**config.mk**
```make
export PLATFORM = sky130hd
export DESIGN_NAME = rd_req_arbiter_flat
export DESIGN_NICKNAME = d
export VERILOG_FILES = /design/src/rtl/rd_req_arbiter_if.sv /design/src/rtl/rd_req_arbiter.sv /design/src/flat_wrapper.sv
export SDC_FILE = /design/constraint.sdc
export NUM_CORES = 1
export LEC_CHECK = 0
export ABC_AREA = 1
export BUFFER_PORTS_ARGS = -buffer_cell sky130_fd_sc_hd__buf_4
export CORE_AREA = 2 2 580 582
export DETAILED_ROUTE_END_ITERATION = 8
export DIE_AREA = 0 0 582 584
export PLACE_DENSITY_LB_ADDON = 0.1
export SLEW_MARGIN = 0
export SYNTH_ARGS = -nofsm -noshare
export SYNTH_HDL_FRONTEND = slang
export SYNTH_SLANG_ARGS = --single-unit
```
**constraint.sdc**
```tcl
create_clock -name clk -period 4.1 [get_ports clk]
set_clock_uncertainty 0.05 [all_clocks]
set_input_delay 0.205 -clock clk [delete_from_list [all_inputs] [get_ports clk]]
set_output_delay 0.205 -clock clk [all_outputs]
set_load 0.02 [all_outputs]
```
**src/rtl/rd_req_arbiter_if.sv**
```systemverilog
// Engine-side and CCI-P channel-0 read signals shared by the read-request arbiter and its neighbours.
// Latency: req_ready is combinational; tx-request and response outputs are registered one cycle in the arbiter.
// Backpressure: engines hold a request until req_ready; spl_tx_rd_almostfull blocks all grants.
interface rd_req_arbiter_if #(
    parameter int NUM_REQ = 4,
    parameter int ADDR_W  = 42
);
    logic [NUM_REQ-1:0]        req_valid;
    logic [NUM_REQ*ADDR_W-1:0] req_addr;
    logic [NUM_REQ*12-1:0]     req_tag;
    logic [NUM_REQ-1:0]        req_ready;
    logic                      spl_tx_rd_almostfull;
    logic                      afu_tx_rd_valid;
    logic [ADDR_W-1:0]         afu_tx_rd_addr;
    logic [15:0]               afu_tx_rd_mdata;
    logic                      spl_rx_rd_valid;
    logic [15:0]               spl_rx_rd_mdata;
    logic [511:0]              spl_rx_data;
    logic [NUM_REQ-1:0]        rsp_valid;
    logic [11:0]               rsp_tag;
    logic [511:0]              rsp_data;
    logic                      err_sticky;
    logic [NUM_REQ*32-1:0]     stat_grant_cnt;
    logic [31:0]               stat_stall_cnt;

    modport master (
        output req_valid, req_addr, req_tag, spl_tx_rd_almostfull,
        output spl_rx_rd_valid, spl_rx_rd_mdata, spl_rx_data,
        input  req_ready, afu_tx_rd_valid, afu_tx_rd_addr, afu_tx_rd_mdata,
        input  rsp_valid, rsp_tag, rsp_data, err_sticky, stat_grant_cnt, stat_stall_cnt
    );

    modport slave (
        input  req_valid, req_addr, req_tag, spl_tx_rd_almostfull,
        input  spl_rx_rd_valid, spl_rx_rd_mdata, spl_rx_data,
        output req_ready, afu_tx_rd_valid, afu_tx_rd_addr, afu_tx_rd_mdata,
        output rsp_valid, rsp_tag, rsp_data, err_sticky, stat_grant_cnt, stat_stall_cnt
    );
endinterface

```
**src/rtl/rd_req_arbiter.sv**
```systemverilog
// Round-robin arbiter for the CCI-P c0 read-request port with per-engine credits; steers responses by mdata[15:12].
// Latency: grant -> afu_tx_rd_valid 1 cycle; spl_rx_rd_valid -> rsp_valid 1 cycle. Stats counters only with RD_ARB_STATS_EN.
// Backpressure: no grant while spl_tx_rd_almostfull is high or while an engine has MAX_OUTST reads outstanding.
module rd_req_arbiter #(
    parameter int NUM_REQ   = 4,
    parameter int MAX_OUTST = 32,
    parameter int ADDR_W    = 42
) (
    input  logic            clk,
    input  logic            spl_reset,
    rd_req_arbiter_if.slave bus
);
    localparam logic [7:0] MaxOutst = 8'(MAX_OUTST);
    localparam logic [3:0] LastId   = 4'(NUM_REQ - 1);

    logic [7:0]          outst [NUM_REQ];
    logic [3:0]          rrPtr;
    logic [NUM_REQ-1:0]  eligible;
    logic [15:0]         eligPad;
    logic [NUM_REQ-1:0]  grantOneHot;
    logic [NUM_REQ-1:0]  rspHit;
    logic                grantVld;
    logic [3:0]          grantId;
    logic [ADDR_W-1:0]   grantAddr;
    logic [11:0]         grantTag;

    always_comb begin
        for (int i = 0; i < NUM_REQ; i++) begin
            eligible[i] = bus.req_valid[i] && (outst[i] < MaxOutst) && !bus.spl_tx_rd_almostfull;
        end
        eligPad = 16'(eligible);
    end

    // Scan from rrPtr+1 with wrap; rrPtr < NUM_REQ so a single subtraction does the modulo.
    always_comb begin
        logic [4:0] sum;
        sum      = '0;
        grantVld = 1'b0;
        grantId  = '0;
        for (int k = 1; k <= NUM_REQ; k++) begin
            sum = 5'(rrPtr) + 5'(k);
            if (sum >= 5'(NUM_REQ)) begin
                sum = sum - 5'(NUM_REQ);
            end
            if (!grantVld && eligPad[sum[3:0]]) begin
                grantVld = 1'b1;
                grantId  = sum[3:0];
            end
        end
    end

    always_comb begin
        grantAddr = '0;
        grantTag  = '0;
        for (int i = 0; i < NUM_REQ; i++) begin
            grantOneHot[i] = grantVld && (grantId == 4'(i));
            rspHit[i]      = bus.spl_rx_rd_valid && (bus.spl_rx_rd_mdata[15:12] == 4'(i)) && (outst[i] != 8'd0);
            if (grantOneHot[i]) begin
                grantAddr = bus.req_addr[i*ADDR_W +: ADDR_W];
                grantTag  = bus.req_tag[i*12 +: 12];
            end
        end
        bus.req_ready = grantOneHot;
    end

    always_ff @(posedge clk) begin
        if (spl_reset) begin
            rrPtr               <= LastId;
            bus.afu_tx_rd_valid <= 1'b0;
            bus.afu_tx_rd_addr  <= '0;
            bus.afu_tx_rd_mdata <= '0;
            bus.rsp_valid       <= '0;
            bus.rsp_tag         <= '0;
            bus.rsp_data        <= '0;
            bus.err_sticky      <= 1'b0;
            for (int i = 0; i < NUM_REQ; i++) begin
                outst[i] <= '0;
            end
        end else begin
            bus.afu_tx_rd_valid <= grantVld;
            if (grantVld) begin
                rrPtr               <= grantId;
                bus.afu_tx_rd_addr  <= grantAddr;
                bus.afu_tx_rd_mdata <= {grantId, grantTag};
            end
            bus.rsp_valid <= rspHit;
            if (|rspHit) begin
                bus.rsp_tag  <= bus.spl_rx_rd_mdata[11:0];
                bus.rsp_data <= bus.spl_rx_data;
            end
            // Unknown id, or a response with no credit outstanding, is dropped.
            if (bus.spl_rx_rd_valid && !(|rspHit)) begin
                bus.err_sticky <= 1'b1;
            end
            for (int i = 0; i < NUM_REQ; i++) begin
                case ({grantOneHot[i], rspHit[i]})
                    2'b10:   outst[i] <= outst[i] + 8'd1;
                    2'b01:   outst[i] <= outst[i] - 8'd1;
                    default: outst[i] <= outst[i];
                endcase
            end
        end
    end

`ifdef RD_ARB_STATS_EN
    logic [31:0] grantCnt [NUM_REQ];
    logic [31:0] stallCnt;

    always_ff @(posedge clk) begin
        if (spl_reset) begin
            stallCnt <= '0;
            for (int i = 0; i < NUM_REQ; i++) begin
                grantCnt[i] <= '0;
            end
        end else begin
            if ((|bus.req_valid) && bus.spl_tx_rd_almostfull) begin
                stallCnt <= stallCnt + 32'd1;
            end
            for (int i = 0; i < NUM_REQ; i++) begin
                if (grantOneHot[i]) begin
                    grantCnt[i] <= grantCnt[i] + 32'd1;
                end
            end
        end
    end

    always_comb begin
        for (int i = 0; i < NUM_REQ; i++) begin
            bus.stat_grant_cnt[i*32 +: 32] = grantCnt[i];
        end
        bus.stat_stall_cnt = stallCnt;
    end
`else
    assign bus.stat_grant_cnt = '0;
    assign bus.stat_stall_cnt = '0;
`endif
endmodule

```
**src/flat_wrapper.sv**
```systemverilog
// flat-port wrapper written by rule: the top's interface ports become plain ports
module rd_req_arbiter_flat 
#(
    parameter int NUM_REQ   = 4,
    parameter int MAX_OUTST = 32,
    parameter int ADDR_W    = 42
)
  (clk, spl_reset, bus_req_valid, bus_req_addr, bus_req_tag, bus_spl_tx_rd_almostfull, bus_spl_rx_rd_valid, bus_spl_rx_rd_mdata, bus_spl_rx_data, bus_req_ready, bus_afu_tx_rd_valid, bus_afu_tx_rd_addr, bus_afu_tx_rd_mdata, bus_rsp_valid, bus_rsp_tag, bus_rsp_data, bus_err_sticky, bus_stat_grant_cnt, bus_stat_stall_cnt);
  rd_req_arbiter_if #(.NUM_REQ(NUM_REQ), .ADDR_W(ADDR_W)) bus_i ();
  input  logic clk;
  input  logic spl_reset;
  input wire logic [$bits(bus_i.req_valid)-1:0] bus_req_valid;
  input wire logic [$bits(bus_i.req_addr)-1:0] bus_req_addr;
  input wire logic [$bits(bus_i.req_tag)-1:0] bus_req_tag;
  input wire logic [$bits(bus_i.spl_tx_rd_almostfull)-1:0] bus_spl_tx_rd_almostfull;
  input wire logic [$bits(bus_i.spl_rx_rd_valid)-1:0] bus_spl_rx_rd_valid;
  input wire logic [$bits(bus_i.spl_rx_rd_mdata)-1:0] bus_spl_rx_rd_mdata;
  input wire logic [$bits(bus_i.spl_rx_data)-1:0] bus_spl_rx_data;
  output wire logic [$bits(bus_i.req_ready)-1:0] bus_req_ready;
  output wire logic [$bits(bus_i.afu_tx_rd_valid)-1:0] bus_afu_tx_rd_valid;
  output wire logic [$bits(bus_i.afu_tx_rd_addr)-1:0] bus_afu_tx_rd_addr;
  output wire logic [$bits(bus_i.afu_tx_rd_mdata)-1:0] bus_afu_tx_rd_mdata;
  output wire logic [$bits(bus_i.rsp_valid)-1:0] bus_rsp_valid;
  output wire logic [$bits(bus_i.rsp_tag)-1:0] bus_rsp_tag;
  output wire logic [$bits(bus_i.rsp_data)-1:0] bus_rsp_data;
  output wire logic [$bits(bus_i.err_sticky)-1:0] bus_err_sticky;
  output wire logic [$bits(bus_i.stat_grant_cnt)-1:0] bus_stat_grant_cnt;
  output wire logic [$bits(bus_i.stat_stall_cnt)-1:0] bus_stat_stall_cnt;
  assign bus_i.req_valid = bus_req_valid;
  assign bus_i.req_addr = bus_req_addr;
  assign bus_i.req_tag = bus_req_tag;
  assign bus_i.spl_tx_rd_almostfull = bus_spl_tx_rd_almostfull;
  assign bus_i.spl_rx_rd_valid = bus_spl_rx_rd_valid;
  assign bus_i.spl_rx_rd_mdata = bus_spl_rx_rd_mdata;
  assign bus_i.spl_rx_data = bus_spl_rx_data;
  assign bus_req_ready = bus_i.req_ready;
  assign bus_afu_tx_rd_valid = bus_i.afu_tx_rd_valid;
  assign bus_afu_tx_rd_addr = bus_i.afu_tx_rd_addr;
  assign bus_afu_tx_rd_mdata = bus_i.afu_tx_rd_mdata;
  assign bus_rsp_valid = bus_i.rsp_valid;
  assign bus_rsp_tag = bus_i.rsp_tag;
  assign bus_rsp_data = bus_i.rsp_data;
  assign bus_err_sticky = bus_i.err_sticky;
  assign bus_stat_grant_cnt = bus_i.stat_grant_cnt;
  assign bus_stat_stall_cnt = bus_i.stat_stall_cnt;
  rd_req_arbiter #(.NUM_REQ(NUM_REQ), .MAX_OUTST(MAX_OUTST), .ADDR_W(ADDR_W)) u_core (.clk(clk), .spl_reset(spl_reset), .bus(bus_i));
endmodule
```
## Word-level counts from Yosys, hierarchy flattened

Memories as Yosys holds them, arrays and structs flattened.
Index checks and enable logic that the tools add are counted.

- Add/sub/neg operators: 16
- $mul: 0
- Divide/modulo/power cells: 0
- $lt $le $gt $ge: 12
- Equal/unequal tests: 14
- Shift-type cells: 0
- Muxes and demuxes: 78
- Bitwise operators: 12
- Reduce and logical (&&, ||, !) cells: 40

Operators by type and width:

| cell | number |
|---|---|
| 42-bit 2-to-1 mux | 4 |
| 8-bit 2-to-1 mux | 12 |
| 12-bit 2-to-1 mux | 4 |
| 1-bit 2-to-1 mux | 46 |
| 8-bit by 1-bit adder with 8-bit output, second input constant | 4 |
| 8-bit by 6-bit less-than comparator with 1-bit output, second input constant | 4 |
| 4-bit 2-to-1 mux | 8 |
| 8-bit nonzero test | 4 |
| 8-bit by 1-bit subtractor with 8-bit output, second input constant | 4 |
| 1-bit logical AND | 24 |
| 5-bit by 3-bit >= comparator with 1-bit output, second input constant | 4 |
| 4-bit by 5-bit less-than comparator with 1-bit output, second input constant | 4 |
| 1-bit binary-select mux with 4-bit select | 4 |
| 4-bit by 2-bit == test with 1-bit output, second input constant | 4 |
| 4-bit by 3-bit subtractor with 4-bit output, second input constant | 4 |
| 1-bit bitwise OR | 12 |
| 4-bit by 2-bit adder with 5-bit output, second input constant | 2 |
| 2-bit by 1-bit == test with 1-bit output, second input constant | 4 |
| 2-bit == test, second input constant | 4 |
| 4-bit by 1-bit == test with 1-bit output, second input constant | 2 |
| 4-bit logical NOT | 2 |
| 2-bit OR reduction | 4 |
| 4-bit by 1-bit adder with 5-bit output, second input constant | 1 |
| 4-bit by 3-bit adder with 5-bit output, second input constant | 1 |
| 2 further kinds | 6 |

- Register bits: 592
- Latch bits: 0
- Memory bits (writable): 32
- Memory bits (read-only): 0
- Bits of input ports: 752
- Output and inout port bits: 752
- Logic and storage cells: 181
- Memories kept: 1

Memory list:

| memory | depth | bits a word | rd ports | clocked after Yosys merged registers in | write ports | line | RTL |
|---|---|---|---|---|---|---|---|
| u_core.outst | 4 | 8 | 4 | 0 | 4 | rd_req_arbiter.sv:16 | `logic [7:0] outst [NUM_REQ];` |

## Logic depth before layout (Yosys ltp)

An unclocked memory read counts as a cell.

- Word-level depth: 25
- Depth in mapped cells: 40
- Mapped depth without buffers: 39

## Worst setup path before layout

No wires, ideal clock.

- Kind: register to register
- Start point: register u_core.rrPtr[1]
- End point: memory u_core.outst[2][7] (data pin)
- Library setup time: 0.284 ns
- Arrival time: 4.243 ns
- Required time: 3.766 ns
- Path slack: -0.477 ns
- Cell stages (with the launch flop): 40
- Path buffers: 1
- Clock period less this slack: 4.577 ns
- Cell sequence: dfxtp_1 > inv_2 > ha_1 > nand2_2 > nand2_1 > nand2_1 > nand2_1 > ha_1 > nand2_1 > nand2_1 > nor2_1 > nand2_1 > nand2_1 > nand2_1 > nor2_4 > nand4_2 > nand2_2 > nor2_4 > [4 not listed] > inv_1 > nor2_1 > ha_1 > nand2_1 > nand2_1 > a21oi_1 > inv_1 > nand2_1 > inv_1 > o21a_1 > nor2_1 > nor2_1 > nor2_1 > nor2_1 > nor2_1 > xor2_1 > inv_1 > nor2_1

RTL lines:

| item | line | RTL |
|---|---|---|
| start, declared | rd_req_arbiter.sv:17 | `logic [3:0] rrPtr;` |
| start signal, assigned | rd_req_arbiter.sv:68 | `rrPtr <= LastId;` |
| start signal, assigned | rd_req_arbiter.sv:82 | `rrPtr <= grantId;` |
| end, declared | rd_req_arbiter.sv:16 |  |

==> results.md <==
- Critical path launch point: u_core.rrPtr[1]
- # DRC: 0
- Final #Nets: about 6500
- Syn avg cell area: around 7.6 sq um
- # fillers: 38100
- Final HPWL DP: 147000 um
- PD cells: 551 mW/mm^2
- Yosys top cell by area: dfxtp_1
- R2R depth: 38
- Crit path kind: register to register
- Top-area cell type share of the netlist area: 44.5%
- EDFF count, synth: 32
- Fin util: between 10% and 20%
- Largest net degree at the start of global routing: 110
- Most frequent cells in the layout: buf_4, nor2_1, dlygate4sd3_1
- Tot Pwr: 29.6 mW
- Final setup viols: 4
- Most common flop cell mapped by yosys: dfxtp_1
- Final cell count without fillers: 10100
- Core Region: 0.333 sq mm
- Clock buffer count from CTS: 103
- Crit path buf inv count: 13
- Worst r2r src: u_core.rrPtr[1]
- Yosys cell types: 49
- Vias per inst: 3.09
- Worst path arrival time: 4.81 ns
- R2R setup slack: -0.15 ns
- Routed WL per cell: 18.8 um
- Worst Setup EP: u_core.outst[1][3]
- Initial antenna violation count: 43
- #FFs+latches synth: 622
- P_leak: between 20 and 25 nW
- Worst Path Required: around 4.7 ns
- Setup TNS: -0.248 ns
- Peak VDD IR: 0.860 mV
- Most common cell after layout, fill and taps aside: buf_4
- Main area contributors after synthesis: dfxtp_1, nor2_1, o21ai_0
- Placed cell areas: 0.0420 sq mm
- Die width: just under 600 um
- Routability Congestion: between 0.7 and 0.8
- Crit start category: register
- Worst-skew pair later-pin latency: 0.79 ns
- Post-DRT Antenna Nets: 0
- Clock sinks: 622
- Worst Setup End Kind: register
- Synth warnings: 0
- Area grow syn2layout: 102%
- Root Buffer Master: clkbuf_16
- Total GRT Usage: 10.6%
- Period utilisation layout: 104%
- I/O pins: ~1500
- Vias in the first global route: 32500
- Synth Cell Area: 0.0266 sq mm
- Worst slew margin: 45.1%
- Share of cells above drive strength 1: 31.8%
- Total stage count of the critical path: 38
- Post-synth ARST share: 0%
- Worst slew pin tran: 0.824 ns
- Clock transition at path regs: 0.06 ns
- Die ar.: roughly 0.34 sq mm
- Worst slack at placement: -0.164 ns
- Initial Util: between 7 and 8%
- Failing checks: negative setup slack
- Congestion Overflow GR: 0
- TritonCTS clock tree: yes
- Class of the worst hold path: input pin to register
- Drt pass-1 iters: 5
- Die Y: 584 um
- Outcome: finished, violations left
- Vias: between 30000 and 40000
- CP peak stage delay: 0.39 ns
- Tmin final: 4.25 ns
- Sequential share of the synthesized area: 48.1%
- Largest delay share family, worst path: simple AND/OR/NAND/NOR gates
- Worst Path Max Fanout: 4
- Reg2reg end: u_core.outst[1][3]
- Routed WL: between 150000 and 200000 um
- Cell row count: ~210
- Syn Inst Count: 3488
- Post-route cell area: about 0.054 sq mm
- Setup WS post-layout: -0.146 ns
- H-tree depth: 3
- Worst hold slack: 0.0995 ns
- DRT iter0 DRCs: 1058
- RSZ-0062 raised after global routing: true
- Max Freq: 236 MHz
- Longest Clk Path Bufs: 4
- Slowest library cell on the worst path: dfxtp_4
- Final Hold Fails: 0
- Max Slew Vio Count: 0
- Dpl cells: 9152
- First-pass GRT wire length: 260000 um
- Port buffer count: 1343
- Max-Cap Viols: 0
- Cell mode on critical path: nand2_2
[kinds of logic after synthesis]
group,synth area share (%)
compound gates,11.3
xor+xnor,0.429
fa+ha+maj,2.20
simple gates,26.6
flops,48.1
buf+inv,11.4
other cells,0.0141
[cell usage after synthesis, drive strengths merged, types with 2 or more instances]
| library cell | instances |
|---|---|
| nor2 | 1261 |
| dfxtp | 590 |
| o21ai | 547 |
| buf | 276 |
| nand3 | 228 |
| inv | 131 |
| clkbuf | 118 |
| nand2 | 105 |
| nand4 | 59 |
| ha | 42 |
| edfxtp | 32 |
| a21oi | 22 |
| nor3 | 20 |
| or2 | 11 |
| xor2 | 9 |
| o31ai | 7 |
| xnor2 | 4 |
| and2 | 3 |
| fa | 3 |
| nor4 | 3 |
| o21a | 3 |
| o21bai | 3 |
| a31oi | 2 |
| o211ai | 2 |
[sequential cells by signal, summed over array words and instances, names as in the netlist]
signal,count
u_core.bus.afu_tx_rd_valid,1
u_core.bus.afu_tx_rd_mdata,14
u_core.bus.err_sticky,1
u_core.bus.rsp_valid,4
u_core.bus.rsp_tag,12
u_core.bus.afu_tx_rd_addr,42
u_core.outst,32
u_core.rrPtr,4
u_core.bus.rsp_data,512
[what timing repair did]
action	CTS	global route
setup endpoints to repair	8	37
hold buffers	776	0
buffers inserted	14	15
hold endpoints to repair	583	0
resized for setup	29	58
pin swaps	17	51
[final cells by class]
cell class,instances,area (sq um),area share [%]
Tap cell,4387,5490,10.2
Clock inverter,26,269,0.501
Timing Repair Buffer,2311,19700,36.7
Multi-Input combinational cell,2500,11800,22.0
Inverter,131,524,0.976
Sequential cell,622,12800,23.8
Clock buffer,156,3120,5.81
Antenna cell,16,40.0,0.0745
[worst min-delay path by stage]
stage / startpoint / endpoint / slack [ns] / depth (start not counted)
3_5_place_dp: bus_spl_rx_data[365] / u_core.bus.rsp_data[365] / 0.38 / 3
3_3_place_gp: bus_spl_rx_data[298] / u_core.bus.rsp_data[298] / 0.38 / 3
6_report: bus_spl_rx_data[43] / u_core.bus.rsp_data[43] / 0.1 / 4
2_1_floorplan: bus_spl_rx_data[65] / u_core.bus.rsp_data[65] / 0.29 / 2
5_1_grt: bus_spl_rx_data[82] / u_core.bus.rsp_data[82] / 0.06 / 4
4_1_cts: bus_spl_rx_data[43] / u_core.bus.rsp_data[43] / 0.001 / 4
[worst register-to-register path, delay by kind of cell (launching register included)]
kind	cells	cell delay [ns]
DFF	1	0.39
AOI/OAI and AO/OA	1	0.14
adders and majority gates	4	0.73
buffers and inverters	13	1.25
and+or+nand+nor	20	1.54
[metal layers]
metal / track usage, % / up-vias / part of all wire [%]
met5: 0 / - / 0.033
met1: 12.4 / 14600 / 41
met2: 18.8 / 1114 / 49
met4: 2.47 / 10 / 2.1
met3: 3.33 / 201 / 7.6
li1: - / 15400 / -
[where the power goes]
part | switching, mW | internal (mW) | leakage [nW]
Combinational | 7.99 | 5.08 | 17.2
Sequential | 0.531 | 6.97 | 5.16
Clock | 3.62 | 5.40 | 1.66
Total | 12.1 | 17.4 | 24.0
No activity file was read; power rests on OpenSTA's default activity.
